File: src/rtl/timer_pkg.sv
// timer_pkg: shared direction constants and per-stage modulus extraction for the timer chain
package timer_pkg;
    localparam logic DIR_UP   = 1'b0;
    localparam logic DIR_DOWN = 1'b1;
    function automatic int mod_of(input logic [255:0] mod_vec, input int i, input int digit_w = 4);
        return int'((mod_vec >> (i * (digit_w + 1))) & ((256'd1 << (digit_w + 1)) - 256'd1));
    endfunction
endpackage

File: src/rtl/modn_digit.sv
// modn_digit: one modulo-MOD up/down digit with clamped load, clear and registered wrap pulse
module modn_digit
    import timer_pkg::*;
#(
    parameter int DIGIT_W = 4,
    parameter int MOD     = 10
) (
    input  logic               clk,
    input  logic               rst_n,
    input  logic               en,
    input  logic               dir,
    input  logic               load,
    input  logic [DIGIT_W-1:0] load_val,
    input  logic               clear,
    output logic [DIGIT_W-1:0] cnt,
    output logic               term,
    output logic               wrap_pls
);
    localparam logic [DIGIT_W-1:0] MAX = DIGIT_W'(MOD - 1);
    logic [DIGIT_W-1:0] r_cnt, w_nxt, w_step, w_clamp;
    logic               r_wrap;
    assign term     = (dir == DIR_DOWN) ? (r_cnt == '0) : (r_cnt == MAX);
    assign cnt      = r_cnt;
    assign wrap_pls = r_wrap;
    always_comb begin
        w_clamp = (load_val > MAX) ? MAX : load_val;
        w_step  = (dir == DIR_DOWN) ? (term ? MAX : r_cnt - DIGIT_W'(1))
                                    : (term ? '0  : r_cnt + DIGIT_W'(1));
        w_nxt   = clear ? '0 : load ? w_clamp : en ? w_step : r_cnt;
    end
    always_ff @(posedge clk or negedge rst_n) begin
        if (!rst_n) begin
            r_cnt  <= '0;
            r_wrap <= 1'b0;
        end else begin
            r_cnt  <= w_nxt;
            r_wrap <= ~clear & ~load & en & term;
        end
    end
endmodule

File: src/rtl/modn_timer_chain.sv
// modn_timer_chain: single-clock cascade of modulo-N digits with look-ahead carry enables
module modn_timer_chain
    import timer_pkg::*;
#(
    parameter int                                  NUM_STAGES = 4,
    parameter int                                  DIGIT_W    = 4,
    parameter logic [NUM_STAGES*(DIGIT_W+1)-1:0]   MOD_VEC    = {5'd6, 5'd10, 5'd6, 5'd10}
) (
    input  logic                          clk,
    input  logic                          rst_n,
    input  logic                          tick_i,
    input  logic                          dir_i,
    input  logic                          load_i,
    input  logic [NUM_STAGES*DIGIT_W-1:0] load_val_i,
    input  logic                          clear_i,
    output logic [NUM_STAGES*DIGIT_W-1:0] cnt_o,
    output logic [NUM_STAGES-1:0]         carry_o,
    output logic                          wrap_o,
    output logic                          zero_o
);
    localparam logic [255:0] MV = 256'(MOD_VEC);
    logic [NUM_STAGES:0]   w_en;
    logic [NUM_STAGES-1:0] w_term;
    logic                  r_wrap;
    assign w_en[0] = tick_i;
    for (genvar g = 0; g < NUM_STAGES; g++) begin : g_stage
        assign w_en[g+1] = w_en[g] & w_term[g];
        modn_digit #(
            .DIGIT_W (DIGIT_W),
            .MOD     (mod_of(MV, g, DIGIT_W))
        ) u_digit (
            .clk      (clk),
            .rst_n    (rst_n),
            .en       (w_en[g]),
            .dir      (dir_i),
            .load     (load_i),
            .load_val (load_val_i[g*DIGIT_W +: DIGIT_W]),
            .clear    (clear_i),
            .cnt      (cnt_o[g*DIGIT_W +: DIGIT_W]),
            .term     (w_term[g]),
            .wrap_pls (carry_o[g])
        );
    end
    // whole-chain wrap is the enable that would ripple past the top digit
    always_ff @(posedge clk or negedge rst_n) begin
        if (!rst_n) r_wrap <= 1'b0;
        else        r_wrap <= ~clear_i & ~load_i & w_en[NUM_STAGES];
    end
    assign wrap_o = r_wrap;
    assign zero_o = ~|cnt_o;
endmodule

File: config.mk
export PLATFORM = sky130hd
export DESIGN_NAME = modn_timer_chain
export DESIGN_NICKNAME = d
export VERILOG_FILES = /design/src/rtl/timer_pkg.sv /design/src/rtl/modn_digit.sv /design/src/rtl/modn_timer_chain.sv
export SDC_FILE = /design/constraint.sdc
export NUM_CORES = 1
export LEC_CHECK = 0
export CAP_MARGIN = 40
export CELL_PAD_IN_SITES_DETAIL_PLACEMENT = 0
export CELL_PAD_IN_SITES_GLOBAL_PLACEMENT = 1
export CORE_ASPECT_RATIO = 1.1
export CORE_MARGIN = 2
export CORE_UTILIZATION = 34
export DETAILED_ROUTE_END_ITERATION = 8
export PLACE_DENSITY = 0.84
export SLEW_MARGIN = 20
export SYNTH_ARGS = -nofsm -noshare
export SYNTH_HDL_FRONTEND = slang
export SYNTH_HIERARCHICAL = 1
export SYNTH_SLANG_ARGS = --single-unit
File: constraint.sdc
create_clock -name clk -period 2 [get_ports clk]
set_clock_uncertainty 0.15 [all_clocks]
set_input_delay 0.4 -clock clk [delete_from_list [all_inputs] [get_ports clk]]
set_output_delay 0.4 -clock clk [all_outputs]
set_load 0.005 [all_outputs]
After elaboration in Yosys (flattened, before gate mapping) --
Cells that the tools add are included.
Storage, ports and cells: register bits after elaboration 21, input port bits 22, output and inout bits 22, logic and storage cells 83
Cells by class: add/sub/neg operators 8, $lt $le $gt $ge 4, eq/ne operators 4, multiplexer cells 32, bitwise logic cells 16, reduce and logical (&&, ||, !) cells 10
Operator list (number):
- $mux 4 | 28
- $add 4x1->4 const B | 4
- $logic_not 4->1 | 4
- $reduce_or 16->1 | 1
- $sub 4x1->4 const B | 4
- $and 1x1->1 | 14
- $reduce_bool 3->1 | 4
- $eq 4x3->1 const B | 2
- $eq 4x4->1 const B | 2
- $gt 4x3->1 const B | 2
- $gt 4x4->1 const B | 2
- $mux 1 | 4
- $not 1->1 | 2
- $logic_not 1->1 | 1

Depth between registers and ports, before layout --
Gate-level depths: netlist of the first run.
word-level depth 8, gate-level depth with buffers 9, mapped depth without buffers 9

Modules after synthesis --
The synthesis of the first run kept the hierarchy.
Modules (own cells, without submodules):
- modn_digit at g_stage[0].u_digit ... | instances 2, cells an instance 53, area an instance 452.9 µm², seq. area each 125.1 µm²
- modn_digit at g_stage[1].u_digit ... | instances 2, cells an instance 46, area an instance 422.9 µm², seq. area each 125.1 µm²
- modn_timer_chain | instances 1, cells an instance 11, area an instance 90.1 µm², seq. area each 25.0 µm²

Worst setup path before layout of the first run --
Ideal clock, no wire load.
path kind reg-to-reg, start point register g_stage[0].u_digit.r_cnt[0], end point register g_stage[2].u_digit.r_cnt[1], setup time 77 ps, arrival time 1969 ps, data required time 1773 ps, setup slack -197 ps, stages on the path, launching flop included 9, path buffers 0, clock period less this slack 2197 ps, cell sequence dfrtp_1 inv_1 ha_1 nand3b_1 a21oi_1 and3_1 inv_1 or4_1 a21oi_1
Between the ends: word-level cells in the longest chain between the ends 5, elaborated cells between the ends (all ways) 6, those cells by class eq/ne: 1; mux: 1; bitwise: 2; reduce/logical: 2
Ends and longest elaborated chain:
- from (decl) | RTL line modn_digit.sv:20 | logic [DIGIT_W-1:0] r_cnt, w_nxt, w_step, w_clamp;
- from (signal assigned) | RTL line modn_digit.sv:36 | r_cnt <= w_nxt;
- $eq 4x4->1 / $logic_not 4->1 (equally long branches) | RTL line modn_digit.sv:22 | assign term = (dir == DIR_DOWN) ? (r_cnt == '0) : (r_cnt == MAX);
- $mux 1 * | RTL line modn_digit.sv:22
- via w_term[0] | RTL line modn_timer_chain.sv:23 | logic [NUM_STAGES-1:0] w_term;
- $and 1x1->1 * (2 in a row) | RTL line modn_timer_chain.sv:27 | assign w_en[g+1] = w_en[g] & w_term[g];
- via w_en[2] | RTL line modn_timer_chain.sv:22 | logic [NUM_STAGES:0] w_en;
- $reduce_bool 3->1 (no line) *
- to (signal assigned) | RTL line modn_digit.sv:36
- to (decl) | RTL line modn_digit.sv:20
Mark *: on every way through the listed nets, which the timed path passes. The rest lies on a longest branch. A chain may end at the register's enable or synchronous reset.

Worst setup path after layout of the first run --
start point register g_stage[1].u_digit.r_cnt[0], end point register g_stage[3].u_digit.r_cnt[1]
Between the ends: word-level cells in the longest chain between the ends 5, elaborated cells between the ends (all ways) 6, those cells by class eq/ne: 1; mux: 1; bitwise: 2; reduce/logical: 2
Ends and longest elaborated chain (RTL line):
- from (decl) | modn_digit.sv:20
- from (signal assigned) | modn_digit.sv:36
- $eq 4x3->1 / $logic_not 4->1 (equally long branches) | modn_digit.sv:22
- $mux 1 * | modn_digit.sv:22
- via w_term[1] | modn_timer_chain.sv:23
- $and 1x1->1 * (2 in a row) | modn_timer_chain.sv:27
- via w_en[3] | modn_timer_chain.sv:22
- $reduce_bool 3->1 (no line) *
- to (signal assigned) | modn_digit.sv:36
- to (decl) | modn_digit.sv:20
Marked as above.

==> results.tsv, run 1 <==
metric	value	unit
status	finished with violations	
violations	setup timing	
ant_nets	0	
clock_latency	0.27	ns
gr-total-overflow	0	
grt_max_degree	22	
htreeDepth	1	
period_share	1.073	
worstHoldPathType	input port to async pin	
slew_headroom	0.6799	
rsz0062_at_grt	yes	
nNetsFinal	354	
clock-sinks	21	
synthFlopType	dfrtp_1	
wire_per_inst	15.53	um
grt_pass1_vias	2014	
synthDistinctLibCells	47	
fin_crit	2.147	ns
crit_path_max_fanout	4	
peakVddDrop	0.0002947	V
netlist_area	1842	um2
root_buffer	clkbuf_8	
syn-num-nets	243	
cp.required	2.06	ns
clockBufferDepth	2	
place.gp.congestion	0.8832	
yosysMostFrequentCell	dfrtp_1	
fmax	0.4658	GHz
die_y	81.19	um
yosysTopAreaCellShare	0.2853	
die_w	74.18	um
avgSynthCellArea	8.812	um2
antenna_found_initial	0	
synth_area_leaders	dfrtp_1 (29%), ha_1 (8.2%), nand2b_1 (4.1%)	
worst_slack	-0.1470	ns
async_reset_ff_frac	1.000	
fin_tns_setup	-0.6857	ns
maxCapViolCount	0	
p_per_area	452.6	nW/um2
std_cell_rows	28	
crit_chain	buf_6 > inv_4 > ha_4 > nand3b_1 > a21oi_2 > and4_4 > o21bai_4 > or4_4 > nand2_2	
pre_cts_ws	-0.4757	ns
hold_buffers	0	
drc_errors	0	
drt_iter0_markers	148	
synth_commonest_cells	dfrtp_1 (21), inv_1 (16), nand2_1 (14)	
via_count	2115	
io-pin-count	44	
num_antenna_cells	0	
cts_made_buffers	3	
cp.arrival	2.20	ns
finalPower	1.431	mW
start_kind	flip-flop	
clk_pin_slew	0.09	ns
tightestPinTransition	0.4790	ns
synth-edff-count	0	
end_kind	flip-flop	
yosysTopAreaCell	dfrtp_1	
yosysSeqAreaShare	0.2853	
die_area	6022	um2
synth_cells	209	
crit_path_top_delay_cell	or4_4	
avgViaCountPerCell	5.368	
grt_pass1_wl	9673	um
groute.usage.overall	0.2053	
io_buffers	43	
critical-path-max-stage-delay	0.48	ns
coreArea	5290	um2
final_layout_size_suffix_gt1_frac	0.3824	
first_pass_iters	5	
drt-total-wl	6117	um
ys_seq_elements	21	
power.leakage	1.363	nW
yosysWarnings	6	
slew_viol_final	0	
dpl.hpwl	4068	um
rrSetupSlack	-0.15	ns
path_class	flip-flop to flip-flop	
finalSetupViolCount	7	
start_util	0.3482	
final-hold-violation-count	0	
cts_tree	built	
syn2layout_area_growth	71.74	%
==> layer usage <==
metal / up-vias / GRT usage / part of all wire
met4: 0 / 0.05818 / 0.015
met5: - / 0 / 0
li1: 1019 / - / -
met1: 1022 / 0.2646 / 0.43
met3: 10 / 0.02109 / 0.038
met2: 64 / 0.3598 / 0.52
==> repair_timing <==
item | 4_1_cts | 5_1_grt
setup endpoints to repair | 12 | 18
hold endpoints to repair | 0 | 0
pin swaps | 14 | 10
cloned | 1 | 0
gates resized for setup | 29 | 32
setup buffers | 12 | 2
==> per-stage QoR <==
stage / utilization / hold slack, ns / area [um2] / instances
floorplan: - / -0.04559 / 1881 / 209
global placement: 0.5260 / 0.4964 / 2783 / 375
detailed placement: 0.5260 / 0.5017 / 2783 / 375
CTS: 0.5707 / 0.3341 / 3019 / 392
global route: 0.5979 / 0.3342 / 3163 / 394
finish: 0.5979 / 0.3263 / 3163 / 394
==> final timing paths <==
check	from	end	cells after the start
setup / recovery	g_stage[1].u_digit/cnt[0]	g_stage[3].u_digit/cnt[1]	9
hold / removal	rst_n	g_stage[2].u_digit/cnt[3]	2
setup reg to reg	g_stage[1].u_digit/cnt[0]	g_stage[3].u_digit/cnt[1]	9
hold reg to reg	g_stage[3].u_digit/cnt[2]	g_stage[3].u_digit/cnt[2]	2
max in group asynchronous	rst_n	g_stage[0].u_digit/cnt[0]	2
min in group clk	g_stage[3].u_digit/cnt[2]	g_stage[3].u_digit/cnt[2]	2
==> kinds of logic (layout without fill, tap and decap cells) <==
group	Yosys count	after routing	synth area share
muxes	2	2	0.01223
DFF	21	21	0.2853
adders and majority gates	12	12	0.08152
AOI/OAI and AO/OA	58	58	0.2351
buffers and inverters	24	134	0.06250
and+or+nand+nor	88	88	0.3044
xor gates and xnor gates	4	4	0.01902
==> critical path: cells and delay by family (launching register included) <==
family / cells / cell delay (ns)
buf+inv: 2 / 0.20
flops: 1 / 0.43
compound gates: 2 / 0.27
simple gates: 4 / 0.92
fa+ha+maj: 1 / 0.13
==> cells in the final DEF, fill, tap and decap left out, types with 3 or more instances in the layout <==
cell type        synthesis  final
xnor2_1                  4      4
nor4b_2                  2      3
nor2_1                   7      7
a21oi_1                  8      4
a221oi_2                 2      5
clkbuf_8                 0      3
dfrtp_1                 21     18
a21oi_2                  2      6
clkdlybuf4s50_1          0     36
a31oi_1                  6      6
dlymetal6s2s_1           0      3
and3_1                   4      3
nand3b_1                10     10
ha_4                     0      4
nand2b_1                12     12
nor3_1                   6      6
a221oi_1                 8      5
o21ai_0                  6      5
inv_1                   16     11
buf_4                    2     61
buf_6                    2      8
nor2b_1                  6      5
or4_4                    0      3
dfrtp_2                  0      3
ha_1                    12      8
nand2_1                 14     12
dlygate4sd2_1            0      3
==> sequential cells by signal, indices dropped and copies added (netlist names) <==
| signal | flops |
|---|---|
| g_stage.u_digit/cnt | 16 |
| g_stage.u_digit/wrap_pls | 4 |
| wrap_o | 1 |
==> area by class of cell <==
| cell class | count | area (um2) |
|---|---|---|
| Clock buffer | 3 | 41.29 |
| Clock inverter | 1 | 5.005 |
| Fill cell | 442 | 2127 |
| Inverter | 16 | 70.07 |
| Multi-Input combinational cell | 164 | 1421 |
| Sequential cell | 21 | 529.3 |
| Tap cell | 75 | 93.84 |
| Timing Repair Buffer | 114 | 1002 |
==> report_power, final <==
| part | total, mW | internal, mW | switching, mW |
|---|---|---|---|
| logic | 0.652 | 0.361 | 0.291 |
| registers | 0.478 | 0.448 | 0.0294 |
| clock network | 0.302 | 0.139 | 0.163 |
Power figures use the tool's default switching activity.
==> run 2: changes to the inputs <==
--- a/constraint.sdc
+++ b/constraint.sdc
@@ -4,2 +4,2 @@
 set_output_delay 0.4 -clock clk [all_outputs]
-set_load 0.005 [all_outputs]
+set_load 0.02 [all_outputs]
==> run 2 against run 1 <==
The flow still finishes with violations (setup timing). Fmax shrank 2.0%. Die area is the same. Power shrank 0.93%. Critical path type unchanged. Largest power group unchanged.
==> results.tsv, run 2 (synthesized netlist as in run 1, its figures left out) <==
metric	value	unit
maxCapViolCount	0	
cp_top_family	compound AO/OA/AOI/OAI gates	
rrSetupSlack	-0.19	ns
die_w	74.18	um
final_layout_size_suffix_gt1_frac	0.4037	
clock-sinks	21	
crit_chain	inv_4 > ha_4 > nand3b_1 > a21oi_2 > buf_4 > and3_4 > buf_6 > nand4b_1 > o21ai_1 > a221oi_2 > a221oi_2	
worstHoldPathType	input port to async pin	
path_common_cell	a221oi_2	
hold_buffers	0	
gr-total-overflow	0	
path_class	flip-flop to flip-flop	
cp.arrival	2.22	ns
finalSetupViolCount	9	
status	finished with violations	
root_buffer	clkbuf_8	
via_count	2145	
path_buf_inv	3	
groute.usage.overall	0.2070	
reg2regPathDepth	11	
grt_pass1_vias	2011	
violations	setup timing	
end_kind	flip-flop	
nFillCells	463	
drc_errors	0	
multi_input_area	1404	um2
final-hold-violation-count	0	
fmax	0.4564	GHz
die_area	6022	um2
htreeDepth	1	
ant_nets	0	
rsz0062_at_grt	yes	
start_util	0.3482	
reg2reg_to	g_stage[2].u_digit/cnt[2]	
peakVddDrop	0.0002513	V
cts_tree	built	
drt_iter0_markers	197	
power.leakage	1.438	nW
io_buffers	43	
place.gp.congestion	0.8597	
first_pass_iters	4	
clockBufferDepth	2	
num_antenna_cells	0	
final-seq-area	534.3	um2
final_common_cell	buf_4	
grt_max_degree	22	
period_share	1.095	
nNetsFinal	357	
io-pin-count	44	
dpl.hpwl	4385	um
worst_slack	-0.1909	ns
crit_path_max_fanout	3	
grt_pass1_wl	9715	um
whs	0.3176	ns
wire_per_inst	15.70	um
cp.required	2.03	ns
antenna_found_initial	0	
clock_latency	0.27	ns
tightestPinTransition	0.4072	ns
fin_crit	2.191	ns
r2r-start	g_stage[0].u_digit/cnt[1]	
largest_register_ffs	16	
clk_pin_slew	0.09	ns
slew_viol_final	0	
syn2layout_area_growth	71.54	%
cts_made_buffers	3	
die_y	81.19	um
layout_common_cells	buf_4 (70), clkdlybuf4s50_1 (26), nand2_1 (14), dfrtp_1 (14), nand2b_1 (12)	
slew_headroom	0.7279	
std_cell_rows	28	
p_per_area	448.9	nW/um2
pre_cts_ws	-0.5095	ns
crit_path_top_delay_cell	dfrtp_2	
start_kind	flip-flop	
avgViaCountPerCell	5.403	
coreArea	5290	um2
drt-total-wl	6231	um
critical-path-max-stage-delay	0.44	ns
==> run 2: cell types whose count changed in the layout (fill, tap and decap cells not counted), sizes merged <==
cell,previous run,this run
buf,72,75
clkdlybuf4s50,36,26
dlygate4sd2,3,9
dlymetal6s2s,3,7
==> run 2: what timing repair did <==
item	in CTS	in global routing
gates resized for setup	30	31
setup buffers	10	11
endpoints found under the setup margin	21	20
endpoints found under the hold margin	0	0
pin swaps	10	11
==> run 2: worst max path at each step <==
stage                              startpoint                         to  slack, ns  depth (start not counted)
floorplan           g_stage[1].u_digit/cnt[1]  g_stage[3].u_digit/cnt[1]      -0.09                          8
global placement                        dir_i  g_stage[3].u_digit/cnt[1]      -0.41                          8
detailed placement                      dir_i  g_stage[3].u_digit/cnt[3]      -0.51                          9
CTS                 g_stage[0].u_digit/cnt[1]  g_stage[2].u_digit/cnt[1]      -0.20                          9
global route        g_stage[0].u_digit/cnt[1]  g_stage[2].u_digit/cnt[2]      -0.29                         11
finish              g_stage[0].u_digit/cnt[1]  g_stage[2].u_digit/cnt[2]      -0.19                         11
==> run 2: power by group <==
part,total (mW),switching (mW),internal (mW)
registers,0.474,0.0246,0.449
clock network,0.300,0.160,0.139
logic,0.644,0.312,0.332
total,1.42,0.497,0.921
==> run 2: metrics by stage <==
stage / util / power, mW / instances / setup TNS, ns / instance area, um2
3_3_place_gp: 0.5291 / 1.041 / 374 / -4.704 / 2799
2_1_floorplan: - / 0.7670 / 209 / -0.09408 / 1917
5_1_grt: 0.5972 / 1.493 / 397 / -1.702 / 3159
4_1_cts: 0.5613 / 1.368 / 387 / -1.117 / 2969
3_5_place_dp: 0.5291 / 1.048 / 374 / -5.736 / 2799
6_report: 0.5972 / 1.418 / 397 / -0.9910 / 3159
==> run 2: per-layer routing <==
metal / share of wire / global-route usage / up-vias
li1: - / - / 1024
met1: 0.43 / 0.2679 / 1054
met2: 0.51 / 0.3616 / 58
met3: 0.040 / 0.01861 / 9
met4: 0.016 / 0.06182 / 0
met5: 0 / 0 / -
==> run 2: final cells by class <==
class	instances	share of cell area
Multi-Input combinational cell	164	0.4444
Timing Repair Buffer	117	0.3192
Sequential cell	21	0.1691
Inverter	16	0.02297
Tap cell	75	0.02970
Clock inverter	1	0.001584
Clock buffer	3	0.01307
==> run 2: worst reg2reg max path, stage by stage (launching register included) <==
cell      delay, ns
dfrtp_2        0.44
inv_4          0.09
ha_4           0.13
nand3b_1       0.09
a21oi_2        0.20
buf_4          0.14
and3_4         0.21
buf_6          0.10
nand4b_1       0.11
o21ai_1        0.11
a221oi_2       0.08
a221oi_2       0.24
==> run 3: changes to the inputs <==
CAP_MARGIN = 20   (was 40)
==> results of run 3 <==
No change in the layout: final DEF, timing and power equal those of run 2.
